===== config.mk =====
export PLATFORM = sky130hd
export DESIGN_NAME = change_dispense_ctrl
export DESIGN_NICKNAME = d
export VERILOG_FILES = /design/src/rtl/vending_pkg.sv /design/src/rtl/coin_inventory.sv /design/src/rtl/change_dispense_ctrl.sv
export SDC_FILE = /design/constraint.sdc
export NUM_CORES = 1
export LEC_CHECK = 0
export BUFFER_PORTS_ARGS = -buffer_cell sky130_fd_sc_hd__buf_2
export CORE_MARGIN = 2
export CORE_UTILIZATION = 45
export DETAILED_ROUTE_END_ITERATION = 10
export PLACE_DENSITY = 0.72
export SKIP_CTS_REPAIR_TIMING = 1
export SYNTH_ARGS = -nofsm -noshare
export SYNTH_HDL_FRONTEND = slang
export SYNTH_SLANG_ARGS = --single-unit
export TNS_END_PERCENT = 1

===== constraint.sdc =====
create_clock -name clk -period 2.7 [get_ports clk]
set_input_delay 0.54 -clock clk [delete_from_list [all_inputs] [get_ports clk]]
set_output_delay 0.54 -clock clk [all_outputs]
set_load 0.02 [all_outputs]

===== src/rtl/vending_pkg.sv =====
// Shared encodings for the vending datapath: ALU opcodes, coin denominations
// and the change-dispense sequencer state.
package vending_pkg;
  localparam logic [1:0] OP_ADD = 2'b00;
  localparam logic [1:0] OP_SUB = 2'b01;
  localparam logic [1:0] OP_CMP = 2'b10;
  localparam logic [1:0] OP_NOP = 2'b11;

  localparam logic [4:0] DEN_1  = 5'd1;
  localparam logic [4:0] DEN_5  = 5'd5;
  localparam logic [4:0] DEN_10 = 5'd10;

  localparam logic [1:0] CODE_1  = 2'd0;
  localparam logic [1:0] CODE_5  = 2'd1;
  localparam logic [1:0] CODE_10 = 2'd2;

  typedef enum logic [2:0] {
    S_IDLE  = 3'd0,
    S_CMP   = 3'd1,
    S_EJECT = 3'd2,
    S_DONE  = 3'd3,
    S_FAULT = 3'd4
  } state_t;

  function automatic logic [4:0] denom_value(input logic [1:0] code);
    case (code)
      CODE_10: return DEN_10;
      CODE_5:  return DEN_5;
      default: return DEN_1;
    endcase
  endfunction
endpackage


===== src/rtl/coin_inventory.sv =====
// Per-denomination hopper counters: bulk refill, single-coin decrement and a
// nonzero lookup for the denomination currently being considered.
import vending_pkg::*;

module coin_inventory #(
  parameter int INV_W    = 4,
  parameter int INV_INIT = 8
) (
  input  logic             clk,
  input  logic             rst_n,
  input  logic             refill,
  input  logic [INV_W-1:0] refill_cnt,
  input  logic             dec,
  input  logic [1:0]       code,
  output logic             nonzero,
  output logic [INV_W-1:0] inv_10,
  output logic [INV_W-1:0] inv_5,
  output logic [INV_W-1:0] inv_1
);
  localparam logic [INV_W-1:0] INIT = INV_W'(INV_INIT);

  always_ff @(posedge clk) begin
    if (!rst_n) begin
      inv_10 <= INIT;
      inv_5  <= INIT;
      inv_1  <= INIT;
    end else if (refill) begin
      inv_10 <= refill_cnt;
      inv_5  <= refill_cnt;
      inv_1  <= refill_cnt;
    end else if (dec) begin
      // Guard against wrap even if a caller decrements an empty slot.
      case (code)
        CODE_10: if (inv_10 != '0) inv_10 <= inv_10 - 1'b1;
        CODE_5:  if (inv_5  != '0) inv_5  <= inv_5  - 1'b1;
        default: if (inv_1  != '0) inv_1  <= inv_1  - 1'b1;
      endcase
    end
  end

  always_comb begin
    case (code)
      CODE_10: nonzero = (inv_10 != '0);
      CODE_5:  nonzero = (inv_5  != '0);
      default: nonzero = (inv_1  != '0);
    endcase
  end
endmodule


===== src/rtl/change_dispense_ctrl.sv =====
// Greedy change payout (10/5/1) using the shared vending ALU for every compare
// and subtract, with per-coin hopper handshake and ack timeout.
import vending_pkg::*;

module change_dispense_ctrl #(
  parameter int INV_W       = 4,
  parameter int INV_INIT    = 8,
  parameter int ACK_TIMEOUT = 15
) (
  input  logic             clk,
  input  logic             rst_n,
  input  logic             start,
  input  logic [4:0]       change_in,
  input  logic             refill,
  input  logic [INV_W-1:0] refill_cnt,
  input  logic             eject_ack,
  input  logic [4:0]       alu_result,
  input  logic             alu_ge,
  output logic [1:0]       alu_op,
  output logic [4:0]       alu_a,
  output logic [4:0]       alu_b,
  output logic             eject_valid,
  output logic [1:0]       eject_denom,
  output logic             busy,
  output logic             done,
  output logic             error,
  output logic [4:0]       shortfall,
  output logic [INV_W-1:0] inv_10,
  output logic [INV_W-1:0] inv_5,
  output logic [INV_W-1:0] inv_1,
  output logic [2:0]       state
);
  localparam int TO_W = $clog2(ACK_TIMEOUT + 1);
  localparam logic [TO_W-1:0] TO_LAST = TO_W'(ACK_TIMEOUT - 1);

  state_t          cur, nxt;
  logic [4:0]      remaining, remaining_d;
  logic [1:0]      denom, denom_d;
  logic [TO_W-1:0] to_cnt, to_cnt_d;
  logic [4:0]      shortfall_d;
  logic            inv_nz, inv_dec;

  coin_inventory #(.INV_W(INV_W), .INV_INIT(INV_INIT)) u_inv (
    .clk        (clk),
    .rst_n      (rst_n),
    .refill     (refill && cur == S_IDLE),
    .refill_cnt (refill_cnt),
    .dec        (inv_dec),
    .code       (denom),
    .nonzero    (inv_nz),
    .inv_10     (inv_10),
    .inv_5      (inv_5),
    .inv_1      (inv_1)
  );

  always_ff @(posedge clk) begin
    if (!rst_n) begin
      cur       <= S_IDLE;
      remaining <= '0;
      denom     <= CODE_10;
      to_cnt    <= '0;
      shortfall <= '0;
    end else begin
      cur       <= nxt;
      remaining <= remaining_d;
      denom     <= denom_d;
      to_cnt    <= to_cnt_d;
      shortfall <= shortfall_d;
    end
  end

  always_comb begin
    nxt         = cur;
    remaining_d = remaining;
    denom_d     = denom;
    to_cnt_d    = to_cnt;
    shortfall_d = shortfall;
    inv_dec     = 1'b0;
    alu_op      = OP_NOP;
    alu_a       = '0;
    alu_b       = '0;
    eject_valid = 1'b0;
    done        = 1'b0;
    error       = 1'b0;
    case (cur)
      S_IDLE: if (start) begin
        remaining_d = change_in;
        denom_d     = CODE_10;
        shortfall_d = '0;
        nxt         = S_CMP;
      end
      S_CMP: begin
        alu_op = OP_CMP;
        alu_a  = remaining;
        alu_b  = denom_value(denom);
        if (remaining == '0)          nxt = S_DONE;
        else if (alu_ge && inv_nz) begin
          to_cnt_d = '0;
          nxt      = S_EJECT;
        end
        else if (denom == CODE_10)    denom_d = CODE_5;
        else if (denom == CODE_5)     denom_d = CODE_1;
        else begin
          shortfall_d = remaining;
          nxt         = S_FAULT;
        end
      end
      S_EJECT: begin
        // SUB is driven for the whole handshake so alu_result is ready at ack.
        alu_op      = OP_SUB;
        alu_a       = remaining;
        alu_b       = denom_value(denom);
        eject_valid = 1'b1;
        if (eject_ack) begin
          remaining_d = alu_result;
          inv_dec     = 1'b1;
          to_cnt_d    = '0;
          nxt         = S_CMP;
        end else if (to_cnt == TO_LAST) begin
          to_cnt_d    = '0;
          shortfall_d = remaining;
          nxt         = S_FAULT;
        end else begin
          to_cnt_d = to_cnt + 1'b1;
        end
      end
      S_DONE: begin
        done = 1'b1;
        nxt  = S_IDLE;
      end
      S_FAULT: begin
        error = 1'b1;
        nxt   = S_IDLE;
      end
      default: nxt = S_IDLE;
    endcase
  end

  assign eject_denom = denom;
  assign busy        = (cur != S_IDLE);
  assign state       = cur;
endmodule


==> results_dict.tcl <==
set metrics [dict create \
    drt-wirelength-per-cell_um 13.1 \
    skew_ps 2.15 \
    vias 1764 \
    reg2reg_slack_ps 390 \
    root_buffer "clkbuf_8" \
    yosysUniqueCellTypes 41 \
    ys_ff_latch 31 \
    synth_largest_area_cell "dfxtp_1" \
    grt_pass1_wl_um 6950 \
    rows 23 \
    worstRegToRegCells 7 \
    io_buffers 56 \
    min_period_ps 2510 \
    syn_to_final_growth_pct 22.1 \
    outcome "finished, final reports clean" \
    ios 58 \
    initial_utilization_pct 45.8 \
    clockBufferDepth 2 \
    syn_nets 257 \
    tightestPinTransition_ps 761 \
    rr_endpoint "eject_denom[1]" \
    synth_most_common_cell "nand2_1" \
    die_w_um 67.3 \
    crit_slowest_cell "dfxtp_1" \
    peakVddDrop_mv 0.543 \
    numCtsBuffers 5 \
    start_kind "flop" \
    period_share_pct 93.0 \
    hold_slack_ps 459 \
    antenna_found_initial 0 \
    yosys_warnings 0 \
    synthArstFlopShare_pct 0 \
    cts_tree "done" \
    grt_pass1_vias 1557 \
    vias_per_cell 5.28 \
    grt_max_degree 23 \
    cts.sinks 31 \
    routed_wl_um 4360 \
    leakagePower_nw 1.04 \
    syn_area_per_cell_um2 7.92 \
    n_antenna_cell 0 \
    dp_slack_ps 388 \
    relSlewSlack_pct 49.3 \
    die_area_um2 4530 \
    syn_inst 228 \
    fin_tns_setup_ps 0 \
    setup_slack_ps 190 \
    report.final.hold_viol_count 0 \
    ys.flop_type "dfxtp_1" \
    first_iter_violations 91 \
    hpwl_um 3270 \
    maxCapViolCount 0 \
    finalSetupViolations 0 \
    crit_path_max_incr_delay_ps 540 \
    crit_type "reg2out" \
    arrival_ps 1970 \
    fmax_ghz 0.398 \
    ys_top_cells_by_area "dfxtp_1 (34%), a21oi_1 (7.2%), nand2_1 (7.1%), ha_1 (6.2%), mux2i_1 (5.0%)" \
    layout-drive-gt1-share_pct 25.7 \
    drc 0 \
    path_clk_slew_ps 60 \
    netlist_area_um2 1810 \
    synth.top_cell.area_share_pct 34.4 \
    rsz0062_at_grt "no" \
    dr.pass1.iters 4 \
    clk_latency_ps 270 \
    synth_edf_count 0 \
    core_region_area_um2 3940 \
    end_kind "primary output" \
    placed_area_um2 2100 \
    ys_seq_area_share_pct 34.4 \
    crit_chain "or3b_1 > clkinv_2 > nor2_1 > nor2b_1 > buf_2" \
    drtAntennaViolNets 0 \
    slew_violations 0 \
    grt_overflow 0 \
    hp-class "reg2reg" \
    fin_nets 312 \
    required_ps 2160 \
    gp_congestion 0.809 \
    r2r-start "eject_denom[0]" \
    crit_start "state[1]" \
    htreeDepth 2 \
    grt_usage_pct 20.6 \
    finalInstanceArea_um2 2200 \
    powerDensity_nw_per_um2 899 \
    crit_end "alu_a[4]" \
    die_y_um 67.3 \
    worstPathMaxFanout 13 \
    synth_commonest_cells "nand2_1 (34), dfxtp_1 (31), a21oi_1 (26)" \
]
-- state kept, by name, summed over array words and instances, names as in the netlist --
name          count
remaining         5
shortfall         5
to_cnt            4
u_inv.inv_10      4
u_inv.inv_1       4
u_inv.inv_5       4
state             3
eject_denom       2
-- through the flow --
step                      power, W  std cells  utilization [%]
after floorplan            0.00136        228                -
after global placement     0.00158        326             53.4
after detailed placement   0.00159        326             53.4
after CTS                  0.00200        334             55.9
after global routing       0.00213        334             55.9
final                      0.00198        334             55.9
-- report_power, final --
part           switching (W)  internal (W)  leakage [nW]
Combinational       0.000585      0.000367         0.733
Clock               0.000167      0.000232        0.0515
Sequential         0.0000939      0.000538         0.254
-- placed cells by master, fill, tap and decap left out, types with 3 or more instances in the layout --
| cell | count |
|---|---|
| a21oi_1 | 26 |
| ha_1 | 9 |
| o21bai_1 | 3 |
| buf_2 | 56 |
| xnor2_1 | 7 |
| or3b_1 | 4 |
| nor3_1 | 6 |
| mux2i_1 | 9 |
| o21ai_0 | 7 |
| clkbuf_8 | 7 |
| nand2_1 | 34 |
| a31oi_1 | 3 |
| dfxtp_1 | 31 |
| nand3_1 | 5 |
| nor2_1 | 19 |
| inv_1 | 15 |
| nand4_1 | 4 |
| buf_4 | 5 |
| nor2b_1 | 8 |
-- cell families (layout without fill, tap and decap cells) --
kind of cell / after synthesis / count (layout) / share of synthesized area [%]
compound gates: 51 / 51 / 17.7
fa+ha+maj: 9 / 9 / 6.24
flops: 31 / 31 / 34.4
mux: 10 / 10 / 5.61
buf+inv: 29 / 85 / 7.90
other cells: 1 / 1 / 0.208
simple gates: 90 / 90 / 24.6
xor+xnor: 7 / 7 / 3.40
-- final cells by class --
| cell class | instances | area, um2 |
|---|---|---|
| tap | 50 | 62.6 |
| clock buffer | 8 | 100 |
| sequential | 31 | 621 |
| inverter | 16 | 61.3 |
| multi-input combinational | 168 | 1040 |
| timing repair buffer | 61 | 318 |
| fill | 388 | 1740 |
-- per-layer routing --
metal  share of wire, %  global-route usage, %  vias up
li1                   -                      -      891
met1                 43                   25.3      812
met2                 49                   35.6       57
met3                6.3                   4.00        4
met4                1.1                   7.14        0
met5                  0                      0        -
-- worst min path at each step --
stage	slack, ps	cells after the start	to	from
2_1_floorplan	430	1	to_cnt[3]	to_cnt[3]
5_1_grt	490	2	shortfall[3]	shortfall[3]
6_report	460	2	shortfall[4]	shortfall[4]
4_1_cts	460	2	shortfall[4]	shortfall[4]
3_5_place_dp	450	2	shortfall[4]	shortfall[4]
3_3_place_gp	440	2	shortfall[4]	shortfall[4]
-- worst max-delay path, delay by kind of cell (launching register included) --
family                 cells  cell delay (ps)
and+or+nand+nor            3              770
DFF                        1              540
buffers and inverters      2              370
No activity file was read; power rests on OpenSTA's default activity.
